$ cat src/rtl/mips_pkg.sv
// Shared types and encodings for the multicycle MIPS control unit.
package mips_pkg;

    typedef enum logic [3:0] {
        S_FETCH  = 4'd0,
        S_DECODE = 4'd1,
        S_MEMADR = 4'd2,
        S_MEMRD  = 4'd3,
        S_MEMWB  = 4'd4,
        S_MEMWR  = 4'd5,
        S_EXEC   = 4'd6,
        S_ALUWB  = 4'd7,
        S_BRANCH = 4'd8,
        S_JUMP   = 4'd9,
        S_ADDIEX = 4'd10,
        S_ADDIWB = 4'd11,
        S_FAULT  = 4'd12
    } state_t;

    localparam logic [3:0] ALU_AND = 4'b0000;
    localparam logic [3:0] ALU_OR  = 4'b0001;
    localparam logic [3:0] ALU_ADD = 4'b0010;
    localparam logic [3:0] ALU_SUB = 4'b0110;
    localparam logic [3:0] ALU_SLT = 4'b0111;
    localparam logic [3:0] ALU_NOR = 4'b1100;

    localparam logic [5:0] OP_RTYPE = 6'b000000;
    localparam logic [5:0] OP_LW    = 6'b100011;
    localparam logic [5:0] OP_SW    = 6'b101011;
    localparam logic [5:0] OP_BEQ   = 6'b000100;
    localparam logic [5:0] OP_J     = 6'b000010;
    localparam logic [5:0] OP_ADDI  = 6'b001000;

    localparam logic [5:0] FN_ADD = 6'b100000;
    localparam logic [5:0] FN_SUB = 6'b100010;
    localparam logic [5:0] FN_AND = 6'b100100;
    localparam logic [5:0] FN_OR  = 6'b100101;
    localparam logic [5:0] FN_NOR = 6'b100111;
    localparam logic [5:0] FN_SLT = 6'b101010;

    typedef struct packed {
        logic       pc_write;
        logic       pc_write_cond;
        logic       ior_d;
        logic       mem_read;
        logic       mem_write;
        logic       ir_write;
        logic       reg_dst;
        logic       mem_to_reg;
        logic       reg_write;
        logic       alu_src_a;
        logic [1:0] alu_src_b;
        logic [1:0] pc_source;
        logic [3:0] alu_con;
        logic       fault;
    } ctrl_t;

    function automatic ctrl_t ctrl_idle();
        ctrl_t c;
        c         = '0;
        c.alu_con = ALU_ADD;
        return c;
    endfunction

endpackage

$ cat src/rtl/alu_con_decoder.sv
// R-type funct field to ALU operation; flags funct codes the datapath cannot execute.
module alu_con_decoder
    import mips_pkg::*;
(
    input  logic [5:0] funct,
    output logic [3:0] alu_con,
    output logic       illegal
);

    always_comb begin
        alu_con = ALU_ADD;
        illegal = 1'b0;
        case (funct)
            FN_ADD:  alu_con = ALU_ADD;
            FN_SUB:  alu_con = ALU_SUB;
            FN_AND:  alu_con = ALU_AND;
            FN_OR:   alu_con = ALU_OR;
            FN_NOR:  alu_con = ALU_NOR;
            FN_SLT:  alu_con = ALU_SLT;
            default: illegal = 1'b1;
        endcase
    end

endmodule

$ cat src/rtl/mips_ctrl_fsm.sv
// Multicycle MIPS control FSM with a bounded MemReady wait and a sticky fault state.
module mips_ctrl_fsm
    import mips_pkg::*;
#(
    parameter int WAIT_LIMIT = 15
) (
    input  logic       Clk,
    input  logic       Rst_n,
    input  logic [5:0] Opcode,
    input  logic [5:0] Funct,
    input  logic       Zero,
    input  logic       MemReady,
    output logic       PcWrite,
    output logic       PcWriteCond,
    output logic       IorD,
    output logic       MemRead,
    output logic       MemWrite,
    output logic       IrWrite,
    output logic       RegDst,
    output logic       MemToReg,
    output logic       RegWrite,
    output logic       AluSrcA,
    output logic [1:0] AluSrcB,
    output logic [1:0] PcSource,
    output logic [3:0] AluCon,
    output logic       Fault,
    output logic [3:0] State
);

    localparam int CW = $clog2(WAIT_LIMIT + 1);
    localparam logic [CW-1:0] LAST_WAIT = CW'(WAIT_LIMIT - 1);

    state_t        state, next_state;
    logic [CW-1:0] wait_cnt;
    logic          wait_state, at_limit;
    logic [3:0]    dec_alu_con;
    logic          dec_illegal;
    ctrl_t         ctrl;

    // Zero is consumed by the datapath through PcWriteCond, not by the FSM.
    logic unused_zero;
    assign unused_zero = Zero;

    alu_con_decoder u_dec (
        .funct   (Funct),
        .alu_con (dec_alu_con),
        .illegal (dec_illegal)
    );

    assign wait_state = (state == S_FETCH) || (state == S_MEMRD) || (state == S_MEMWR);
    // Faulting cycle is the one that would make the count reach the limit.
    assign at_limit   = (wait_cnt == LAST_WAIT);

    always_ff @(posedge Clk or negedge Rst_n) begin
        if (!Rst_n) state <= S_FETCH;
        else        state <= next_state;
    end

    always_ff @(posedge Clk or negedge Rst_n) begin
        if (!Rst_n)                        wait_cnt <= '0;
        else if (next_state != state)      wait_cnt <= '0;
        else if (wait_state && !MemReady)  wait_cnt <= wait_cnt + CW'(1);
    end

    always_comb begin
        next_state = state;
        case (state)
            S_FETCH:  if (MemReady) next_state = S_DECODE;
                      else if (at_limit) next_state = S_FAULT;
            S_DECODE: begin
                case (Opcode)
                    OP_LW, OP_SW: next_state = S_MEMADR;
                    OP_RTYPE:     next_state = dec_illegal ? S_FAULT : S_EXEC;
                    OP_BEQ:       next_state = S_BRANCH;
                    OP_J:         next_state = S_JUMP;
                    OP_ADDI:      next_state = S_ADDIEX;
                    default:      next_state = S_FAULT;
                endcase
            end
            S_MEMADR: next_state = (Opcode == OP_SW) ? S_MEMWR : S_MEMRD;
            S_MEMRD:  if (MemReady) next_state = S_MEMWB;
                      else if (at_limit) next_state = S_FAULT;
            S_MEMWR:  if (MemReady) next_state = S_FETCH;
                      else if (at_limit) next_state = S_FAULT;
            S_EXEC:   next_state = S_ALUWB;
            S_ADDIEX: next_state = S_ADDIWB;
            S_MEMWB, S_ALUWB, S_ADDIWB, S_BRANCH, S_JUMP: next_state = S_FETCH;
            S_FAULT:  next_state = S_FAULT;
            default:  next_state = S_FAULT;
        endcase
    end

    // Reset gates every strobe, including the FETCH read the reset state would otherwise issue.
    always_comb begin
        ctrl = ctrl_idle();
        if (Rst_n) begin
            case (state)
                S_FETCH: begin
                    ctrl.mem_read  = 1'b1;
                    ctrl.alu_src_b = 2'b01;
                    ctrl.ir_write  = MemReady;
                    ctrl.pc_write  = MemReady;
                end
                S_DECODE: ctrl.alu_src_b = 2'b11;
                S_MEMADR, S_ADDIEX: begin
                    ctrl.alu_src_a = 1'b1;
                    ctrl.alu_src_b = 2'b10;
                end
                S_MEMRD: begin
                    ctrl.mem_read = 1'b1;
                    ctrl.ior_d    = 1'b1;
                end
                S_MEMWR: begin
                    ctrl.mem_write = 1'b1;
                    ctrl.ior_d     = 1'b1;
                end
                S_MEMWB: begin
                    ctrl.reg_write  = 1'b1;
                    ctrl.mem_to_reg = 1'b1;
                end
                S_EXEC: begin
                    ctrl.alu_src_a = 1'b1;
                    ctrl.alu_con   = dec_alu_con;
                end
                S_ALUWB: begin
                    ctrl.reg_write = 1'b1;
                    ctrl.reg_dst   = 1'b1;
                end
                S_ADDIWB: ctrl.reg_write = 1'b1;
                S_BRANCH: begin
                    ctrl.alu_src_a     = 1'b1;
                    ctrl.alu_con       = ALU_SUB;
                    ctrl.pc_write_cond = 1'b1;
                    ctrl.pc_source     = 2'b01;
                end
                S_JUMP: begin
                    ctrl.pc_write  = 1'b1;
                    ctrl.pc_source = 2'b10;
                end
                S_FAULT: ctrl.fault = 1'b1;
                default: ctrl.fault = 1'b1;
            endcase
        end
    end

    assign PcWrite     = ctrl.pc_write;
    assign PcWriteCond = ctrl.pc_write_cond;
    assign IorD        = ctrl.ior_d;
    assign MemRead     = ctrl.mem_read;
    assign MemWrite    = ctrl.mem_write;
    assign IrWrite     = ctrl.ir_write;
    assign RegDst      = ctrl.reg_dst;
    assign MemToReg    = ctrl.mem_to_reg;
    assign RegWrite    = ctrl.reg_write;
    assign AluSrcA     = ctrl.alu_src_a;
    assign AluSrcB     = ctrl.alu_src_b;
    assign PcSource    = ctrl.pc_source;
    assign AluCon      = ctrl.alu_con;
    assign Fault       = ctrl.fault;
    assign State       = state;

endmodule

$ cat config.mk
export PLATFORM = sky130hd
export DESIGN_NAME = mips_ctrl_fsm
export DESIGN_NICKNAME = d
export VERILOG_FILES = /design/src/rtl/mips_pkg.sv /design/src/rtl/alu_con_decoder.sv /design/src/rtl/mips_ctrl_fsm.sv
export SDC_FILE = /design/constraint.sdc
export NUM_CORES = 1
export LEC_CHECK = 0
export CAP_MARGIN = 5
export CORE_UTILIZATION = 37
export DETAILED_ROUTE_END_ITERATION = 16
export GPL_TIMING_DRIVEN = 0
export MAX_ROUTING_LAYER = met4
export PLACE_DENSITY = 0.66
export SLEW_MARGIN = 25
export SYNTH_ARGS = -nofsm -noshare
export SYNTH_HDL_FRONTEND = slang
export SYNTH_SLANG_ARGS = --single-unit
export TNS_END_PERCENT = 5
$ cat constraint.sdc
create_clock -name Clk -period 2 [get_ports Clk]
set_input_delay 0.3 -clock Clk [delete_from_list [all_inputs] [get_ports Clk]]
set_output_delay 0.3 -clock Clk [all_outputs]
set_load 0.03 [all_outputs]
; Yosys cells after proc, flatten, opt, wreduce, memory -nomap -nowiden
; Cells that the tools add are included.
[word_totals]
out_inout_bits = 23
wordCells = 69
reg_bits = 8
inputBits = 16
[classes]
n_eq_ne = 24
n_addsub = 1
n_reduce_logical = 16
muxes = 26
[ops]
columns = operator, n
row1 = $eq 6x6->1 const B, 8
row2 = $pmux 4 s5, 2
row3 = $pmux 4 s8, 1
row4 = $mux 4, 7
row5 = $eq 4x4->1 const B, 5
row6 = $mux 19, 1
row7 = $eq 4x3->1 const B, 4
row8 = $reduce_or 12->1, 1
row9 = $mux 1, 10
row10 = $eq 4x2->1 const B, 2
row11 = $pmux 4 s2, 1
row12 = $reduce_or 2->1, 4
row13 = $eq 6x2->1 const B, 1
row14 = $eq 6x3->1 const B, 1
row15 = $eq 6x4->1 const B, 1
row16 = $logic_not 6->1, 1
row17 = $pmux 2 s3, 1
row18 = $reduce_or 6->1, 1
row19 = $reduce_or 5->1, 1
row20 = $add 4x1->4 const B, 1
row21 = $eq 4x1->1 const B, 1
row22 = $logic_not 4->1, 1
row23 = $ne 4x4->1, 1
row24 = $pmux 2 s2, 1
row25 = 8 further kinds, 9

; Depth between registers and ports, before layout
; Gate-level depths: netlist (run 1).
[logic_depth]
word_depth = 7
mapped_depth = 7
ltp_nobuf = 7

; By module
; A second synthesis (run 1) with hierarchy kept.
[hier_totals]
hier_cells = 134
hier_area_um2 = 1087.3
[by_module_without_submodules]
columns = mod, instances, cells_per_inst, area_each_um2, seq_area_each_um2
row1 = mips_ctrl_fsm, 1, 121, 978.4, 200.2
row2 = alu_con_decoder, 1, 13, 108.9, 0.0

; Worst setup path after synthesis (run 1)
; No wires, ideal clock.
[synth_timing]
kind = reg-to-output
from = register state[3] (netlist: State[3])
to = output port PcWrite
path_slack_ns = -0.194
path_stages_with_launch = 7
arrival_ns = 1.894
required_time_ns = 1.700
path_buffers = 1
cell_sequence = dfrtp_1 > buf_2 > inv_1 > nor2_1 > nand2_1 > nor2_1 > or2_2
[synth_via]
elab_chain_cells = 3
word_cells_on_any_way = 4
classes_between = 1 x eq/ne / 2 x mux / 1 x reduce/logical
[synth_lines]
columns = item, line
row1 = "start, declared", mips_ctrl_fsm.sv:33  ; state_t state, next_state;
row2 = "start signal, assigned", mips_ctrl_fsm.sv:56  ; else state <= next_state;
row3 = $eq 4x4->1 or $logic_not 4->1 (tied branches), mips_ctrl_fsm.sv:97  ; case (state)
row4 = $pmux 1 s2 *, mips_ctrl_fsm.sv:97
row5 = $mux 19 *, mips_ctrl_fsm.sv:96  ; if (Rst_n) begin
row6 = "end, declared", mips_ctrl_fsm.sv:13  ; output logic PcWrite,
; Every way passes the cells marked *; elsewhere a longest branch is shown, timed or not.

; Final worst setup path (run 1)
[layout_timing]
from = register state[0] (netlist: State[0])
to = output port AluCon[2]
[layout_via]
elab_chain_cells = 3
word_cells_on_any_way = 4
classes_between = 2 x eq/ne / 2 x mux
[layout_lines]
columns = item, line
row1 = $eq 4x4->1 or $eq 4x3->1 (tied branches), mips_ctrl_fsm.sv:97
row2 = $pmux 4 s2 *, mips_ctrl_fsm.sv:97
row3 = $mux 19 *, mips_ctrl_fsm.sv:96
row4 = "end, declared", mips_ctrl_fsm.sv:25  ; output logic [3:0] AluCon,
; Marks and branches as above.

==> results of run 1 <==
[worst register-to-register path: stages (launching register included)]
cell       delay [ns]
dfrtp_1          0.41
inv_1            0.06
ha_1             0.22
a31oi_1          0.31
nand4_1          0.15
o21ai_0          0.14
o2111ai_2        0.21
nor3_1           0.23
[logic make-up after synthesis]
| logic type | Yosys count | share of synthesized area |
|---|---|---|
| buffers and inverters | 15 | 0.0816 |
| xor gates and xnor gates | 5 | 0.0397 |
| DFF | 8 | 0.181 |
| adders and majority gates | 2 | 0.0227 |
| and+or+nand+nor | 77 | 0.395 |
| AOI/OAI and AO/OA | 41 | 0.257 |
| muxes | 2 | 0.0227 |
[per-stage QoR]
| stage | hold WS [ns] | utilization |
|---|---|---|
| 2_1_floorplan | 0.00441 | - |
| 3_3_place_gp | 0.601 | 0.541 |
| 3_5_place_dp | 0.609 | 0.541 |
| 4_1_cts | 0.0371 | 0.565 |
| 5_1_grt | 0.540 | 0.568 |
| 6_report | 0.509 | 0.568 |
[metal layers]
layer | track usage | up-vias
met3 | 0.0230 | 3
met5 | - | -
met2 | 0.326 | 36
met4 | 0.0557 | 0
met1 | 0.260 | 602
li1 | - | 632
[worst paths after layout]
path | startpoint | end | slack (ns) | depth (start not counted)
worst max-delay path | State[0]$_DFF_PN0_ | AluCon[2] | 0.005 | 6
worst min-delay path | Rst_n | wait_cnt[3]$_DFFE_PN0P_ | 0.51 | 2
worst max register to register | wait_cnt[0]$_DFFE_PN0P_ | wait_cnt[2]$_DFFE_PN0P_ | 0.19 | 7
worst min register to register | wait_cnt[0]$_DFFE_PN0P_ | wait_cnt[0]$_DFFE_PN0P_ | 0.63 | 2
max in group asynchronous | Rst_n | State[2]$_DFF_PN0_ | 1.21 | 2
min in group Clk | Opcode[1] | State[3]$_DFF_PN0_ | 0.51 | 5
[power groups by stage]
stage,clock (mW),sequential (mW),combinational (mW)
after floorplan,0,0.294,0.734
after global placement,0,0.251,1.13
after detailed placement,0,0.252,1.15
after CTS,0.122,0.255,1.17
after global routing,0.127,0.267,1.30
final,0.118,0.261,1.20
[final cells by class]
| class | count | share of cell area |
|---|---|---|
| well taps | 31 | 0.0245 |
| clock buffers | 3 | 0.0143 |
| repair buffers | 37 | 0.218 |
| plain buffers | 11 | 0.0594 |
| multi-input cells | 127 | 0.546 |
| flip-flops and latches | 8 | 0.128 |
| inverters | 4 | 0.00950 |
[registers in the layout (all words and copies together) (netlist names)]
name	count
State	4
wait_cnt	4
[cell usage after synthesis, drive strengths merged]
cell and number:
nand3 2, o21ai 11, and3 4, o2bb2ai 1
a41oi 2, or2b 1, a21o 1, nor3b 3
nor3 8, mux2 1, nor2b 9, or2 2
nand3b 1, nor2 17, o2111a 1, a31oi 4
or4b 2, ha 2, clkbuf 1, mux2i 1
xnor2 2, nor4 3, o22ai 1, buf 10
nand4 6, xor2 3, and3b 1, o21a 4
inv 4, nand2 14, o221ai 1, o211ai 2
nand2b 2, a21boi 2, o2111ai 1, a22o 1
and4 1, a211oi 2, a21oi 6, dfrtp 8
o21bai 1, and2 1
[what timing repair did]
item | CTS | global route
pin swaps | 0 | 1
endpoints found under the setup margin | 19 | 19
hold endpoints to repair | 0 | 8
hold buffers | 0 | 1
gates resized for setup | 72 | 22
==> out/metrics.cfg, run 1 <==
[run_status]
status = finished clean

[pwr]
p_comb_frac = 0.760
power_frac_seq = 0.166
p_leak_nw = 0.629
internal_power_mw = 0.754
swShare = 0.523
cellPowerDensity_nw_per_um2 = 999
netSwitchingPower_mw = 0.825
vdd_drop_max_uv = 797
clkPwrFrac = 0.074
power_mw = 1.58

[setup_path]
path_cells = buf_6 -> nor2b_4 -> and2_4 -> nand4_1 -> a21boi_1 -> clkdlybuf4s15_2
slowest_delay_ns = 0.40
cp-end-kind = output pin
cp_slowest_cell = dfrtp_1
critPathBufInv = 2
critical-path-top-delay-family = buffers and inverters
startpoint_type = flip-flop
path_class = reg2out
arrival_ns = 1.69
cp_max_fo = 10
required_ns = 1.70

[placement]
place_congestion = 0.930
dp_cells = 217
dp_hpwl_mm = 2.40
preCtsSetupSlack_ns = -0.857
place_area_um2 = 1510
io_buffers = 36

[final_layout]
mostFrequentLayoutCells = 16 x clkdlybuf4s50_1, 13 x nand2_1, 11 x nor2_1
finalNetCount = 210
multiInputGateArea_um2 = 863
ff_latch_area_um2 = 203
diodes = 0
final_area_um2 = 1580
layout_commonest_cell = clkdlybuf4s50_1
drive_gt1_frac = 0.289
fill_cells = 277
area_growth_pct = 43.2
fin_cells = 221

[synthesis]
ys_ff_latch = 8
synth_area_um2 = 1100
seq_area_frac_synth = 0.181
ys_top_cells_by_area = dfrtp_1 18%, nor2_1 5.8%, nand2_1 4.8%
synth_top_cell_by_area = dfrtp_1
netlist_instances = 150
yosys_warnings = 0
synth_top_area_share = 0.181
yosys.cell_types.count = 50
avgSynthCellArea_um2 = 7.36
synth_nets = 168

[route]
met2_length_mm = 1.50
top_layer_used = met4
drtIter0Drc = 34
met3_length_um = 166
drc = 0
wl_mm = 3.12
wl_met1_mm = 1.43
wire_per_inst_um = 14.1
vias = 1273
ant_nets = 0
via_per_inst = 5.76
drt_first_pass_iters = 4

[timing]
fin_setup_tns_ns = 0
fmax_mhz = 501
fin_crit_ns = 1.99
tightest_slew_ns = 0.402
rsz0062_at_grt = true
skew_ns = 0.00183
relSlewSlack = 0.732
fin_crit_sh = 0.997
worst_slack_ns = 0.00533
hold_violations = 0
slew_viol_final = 0
setup_viol = 0

[clock_tree]
clockBufferDepth = 2
cts_setup_buffers = 0
clk_latency_ns = 0.25
root_buffer = clkbuf_4
numClockSinks = 8
cts_made_buffers = 3
cts_tree = built
h-tree-depth = 1
clk_pin_slew_ns = 0.05

[floorplan]
fp-row-count = 19
dieHeight_um = 56.6
io_pins = 39
start_util = 0.397
die_x_um = 56.6
die_area_um2 = 3210
coreArea_um2 = 2780

[global_routing]
grt_util_all_layers = 0.199
grt_start_max_net_pins = 11
grt_pass1_wl_mm = 5.09
grt_overflow = 0
antenna_found_initial = 0
grt_pass1_vias = 1133

[flow_run]
max_cap_viol_count = 0

[worst_hold_path]
min_path_type = in2async

Power figures use the tool's default switching activity.
==> inputs of run 2 (changes only) <==
--- a/config.mk
+++ b/config.mk
@@ -5,12 +5,14 @@
 export SDC_FILE = /design/constraint.sdc
 export NUM_CORES = 1
 export LEC_CHECK = 0
+export ABC_AREA = 1
 export CAP_MARGIN = 5
 export CORE_UTILIZATION = 37
 export DETAILED_ROUTE_END_ITERATION = 16
+export DONT_BUFFER_PORTS = 1
 export GPL_TIMING_DRIVEN = 0
 export MAX_ROUTING_LAYER = met4
-export PLACE_DENSITY = 0.66
+export PLACE_DENSITY = 0.49
 export SLEW_MARGIN = 25
 export SYNTH_ARGS = -nofsm -noshare
 export SYNTH_HDL_FRONTEND = slang
==> run 2 against run 1 <==
The run now ends with negative setup slack left. Cell count rose by 0.90%. Die area decreased by 5.0%. Non-clock buffer count is 46 lower. Core utilization down 8.7 points. Fmax fell by 4.6%. First-iteration DRC count up 21%. Total power decreased by 79%. Register-to-register slack worse by 0.13 ns. Clock power is 7% higher. Clock-buffer cell count unchanged. Critical endpoint is now PcWrite.
==> out/metrics.cfg, run 2 <==
[run_status]
status = finished with violations
violations = negative setup slack

[placement]
place_congestion = 0.898
io_buffers = 0
dp_hpwl_mm = 2.31

[setup_path]
path_cells = nor2_2 -> nand2_1 -> inv_1 -> nand2_1 -> a21oi_4
cp_slowest_cell = dfrtp_2
path_class = reg2out
path_common_cell = nand2_1
arrival_ns = 1.79
slowest_delay_ns = 0.52
cp-end-kind = output pin
required_ns = 1.70
cp_max_fo = 5
startpoint_type = flip-flop

[synthesis]
yosysMostFrequentCell = nand2_1
synthTopCellsByCount = 48 x nand2_1, 37 x nor2_1, 29 x inv_1, 19 x nand3_1, 8 x dfrtp_1
yosys.cell_types.count = 25
ys_async_sr_fraction = 1.00
synth_nets = 207
synth_edf_count = 0
netlist_instances = 189
ys_ff_latch = 8
avgSynthCellArea_um2 = 5.53
ys_top_cells_by_area = dfrtp_1 19%, nand2_1 17%, nor2_1 13%
yosys_warnings = 0
synth_top_cell_by_area = dfrtp_1
synth_area_um2 = 1050
synth_ff_type = dfrtp_1
synth_top_area_share = 0.191
seq_area_frac_synth = 0.191

[clock_tree]
cts_setup_buffers = 0
root_buffer = clkbuf_4
numClockSinks = 8
clk_latency_ns = 0.26
cts_made_buffers = 3
h-tree-depth = 1
clk_pin_slew_ns = 0.06
clockBufferDepth = 2
cts_tree = built

[route]
drc = 0
ant_nets = 0
wire_per_inst_um = 12.8
vias = 1134
wl_mm = 2.86
drtIter0Drc = 41
drt_first_pass_iters = 4
via_per_inst = 5.09

[global_routing]
grt_util_all_layers = 0.207
antenna_found_initial = 0
grt_pass1_wl_mm = 4.29
grt_pass1_vias = 977
grt_overflow = 0
grt_start_max_net_pins = 11

[timing]
slew_viol_final = 0
fin_crit_ns = 2.09
relSlewSlack = 0.568
hold_violations = 0
holdWs_ns = 0.299
fin_setup_tns_ns = -0.213
worst_slack_ns = -0.0918
fin_crit_sh = 1.05
tightest_slew_ns = 0.650
skew_ns = 0.0102
rsz0062_at_grt = true
fmax_mhz = 478
setup_viol = 4

[floorplan]
io_pins = 39
die_x_um = 55.2
dieHeight_um = 55.2
coreArea_um2 = 2570
fp-row-count = 18
start_util = 0.407
die_area_um2 = 3040

[pwr]
vdd_drop_max_uv = 352
cellPowerDensity_nw_per_um2 = 270
p_leak_nw = 0.581

[worst_hold_path]
min_path_type = in2reg

[flow_run]
max_cap_viol_count = 0

[final_layout]
diodes = 0
drive_gt1_frac = 0.233
finalNetCount = 213
layout_commonest_cell = nand2_1
area_growth_pct = 18.1
mostFrequentLayoutCells = 47 x nand2_1, 29 x nor2_1, 27 x inv_1

run 2: cell types whose count changed after synthesis, moves of 6 or more:
cell	previous run	this run
nor2b_1	8	0
nor3_1	8	1
nor2_2	0	6
nand2_1	14	48
nand3_1	2	19
nor2_1	17	37
inv_1	4	29
run 2: final timing paths:
path	startpoint	end	slack [ns]	cells past startpoint
max	State[3]$_DFF_PN0_	PcWrite	-0.09	5
max in group asynchronous	Rst_n	State[2]$_DFF_PN0_	1.31	1
min in group asynchronous	Rst_n	wait_cnt[3]$_DFFE_PN0P_	0.38	1
max reg2reg	State[3]$_DFF_PN0_	wait_cnt[1]$_DFFE_PN0P_	0.06	13
min	MemReady	wait_cnt[0]$_DFFE_PN0P_	0.30	3
min reg2reg	wait_cnt[3]$_DFFE_PN0P_	wait_cnt[3]$_DFFE_PN0P_	0.56	2
run 2: final cells by class:
cell class | count | area (um2)
Timing Repair Buffer | 1 | 10.0
Multi-Input combinational cell | 147 | 822
Fill cell | 268 | 1330
Clock buffer | 3 | 22.5
Inverter | 33 | 130
Tap cell | 30 | 37.5
Sequential cell | 8 | 205
Buffer | 1 | 7.51
run 2: repair_timing:
item,CTS,global route
hold buffers,1,0
hold endpoints to repair,8,0
gates resized for setup,27,4
pin swaps,2,1
setup endpoints to repair,20,15
run 2: cells by family (layout without fill, tap and decap cells):
group | count (synthesis) | in the layout | synth area share
AOI/OAI and AO/OA | 15 | 15 | 0.0825
xor gates and xnor gates | 3 | 3 | 0.0251
adders and majority gates | 2 | 2 | 0.0239
buffers and inverters | 34 | 38 | 0.127
DFF | 8 | 8 | 0.191
and+or+nand+nor | 127 | 127 | 0.550
run 2: per-stage QoR:
| stage | instance area (um2) | power (mW) | setup WS [ns] | cells | utilization |
|---|---|---|---|---|---|
| 2_1_floorplan | 1060 | 0.196 | -0.0210 | 189 | - |
| 3_3_place_gp | 1090 | 0.200 | -0.232 | 219 | 0.426 |
| 3_5_place_dp | 1090 | 0.201 | -0.233 | 219 | 0.426 |
| 4_1_cts | 1220 | 0.336 | -0.0746 | 223 | 0.475 |
| 5_1_grt | 1230 | 0.352 | -0.129 | 223 | 0.481 |
| 6_report | 1230 | 0.333 | -0.0918 | 223 | 0.481 |
run 2: metal layers:
layer | wire (um) | global-route usage | vias to the layer above
met5 | 0 | - | -
met1 | 1400 | 0.271 | 493
met2 | 1230 | 0.327 | 41
met3 | 237 | 0.0710 | 0
li1 | - | - | 600
met4 | 0 | 0 | 0
run 2: worst max-delay path, delay by kind of cell (launching register included):
kind / cells / cell delay, ns
AND/OR/NAND/NOR: 3 / 0.60
flip-flops: 1 / 0.52
AO/OA/AOI/OAI: 1 / 0.31
buffers and inverters: 1 / 0.10
run 2: power by group:
part | leakage (nW) | total (mW) | switching [mW] | internal (mW)
Clock | 0.0138 | 0.126 | 0.0575 | 0.0689
Combinational | 0.470 | 0.0448 | 0.0321 | 0.0127
Sequential | 0.0974 | 0.162 | 0 | 0.162
Total | 0.581 | 0.333 | 0.0896 | 0.243
==> inputs of run 3 (changes only) <==
--- a/config.mk
+++ b/config.mk
@@ -8,6 +8,7 @@
 export ABC_AREA = 1
 export CAP_MARGIN = 5
 export CORE_UTILIZATION = 37
+export CTS_CLUSTER_DIAMETER = 100
 export DETAILED_ROUTE_END_ITERATION = 16
 export DONT_BUFFER_PORTS = 1
 export GPL_TIMING_DRIVEN = 0
==> results of run 3 <==
Final layout, timing and power as in run 2 (identical DEF).
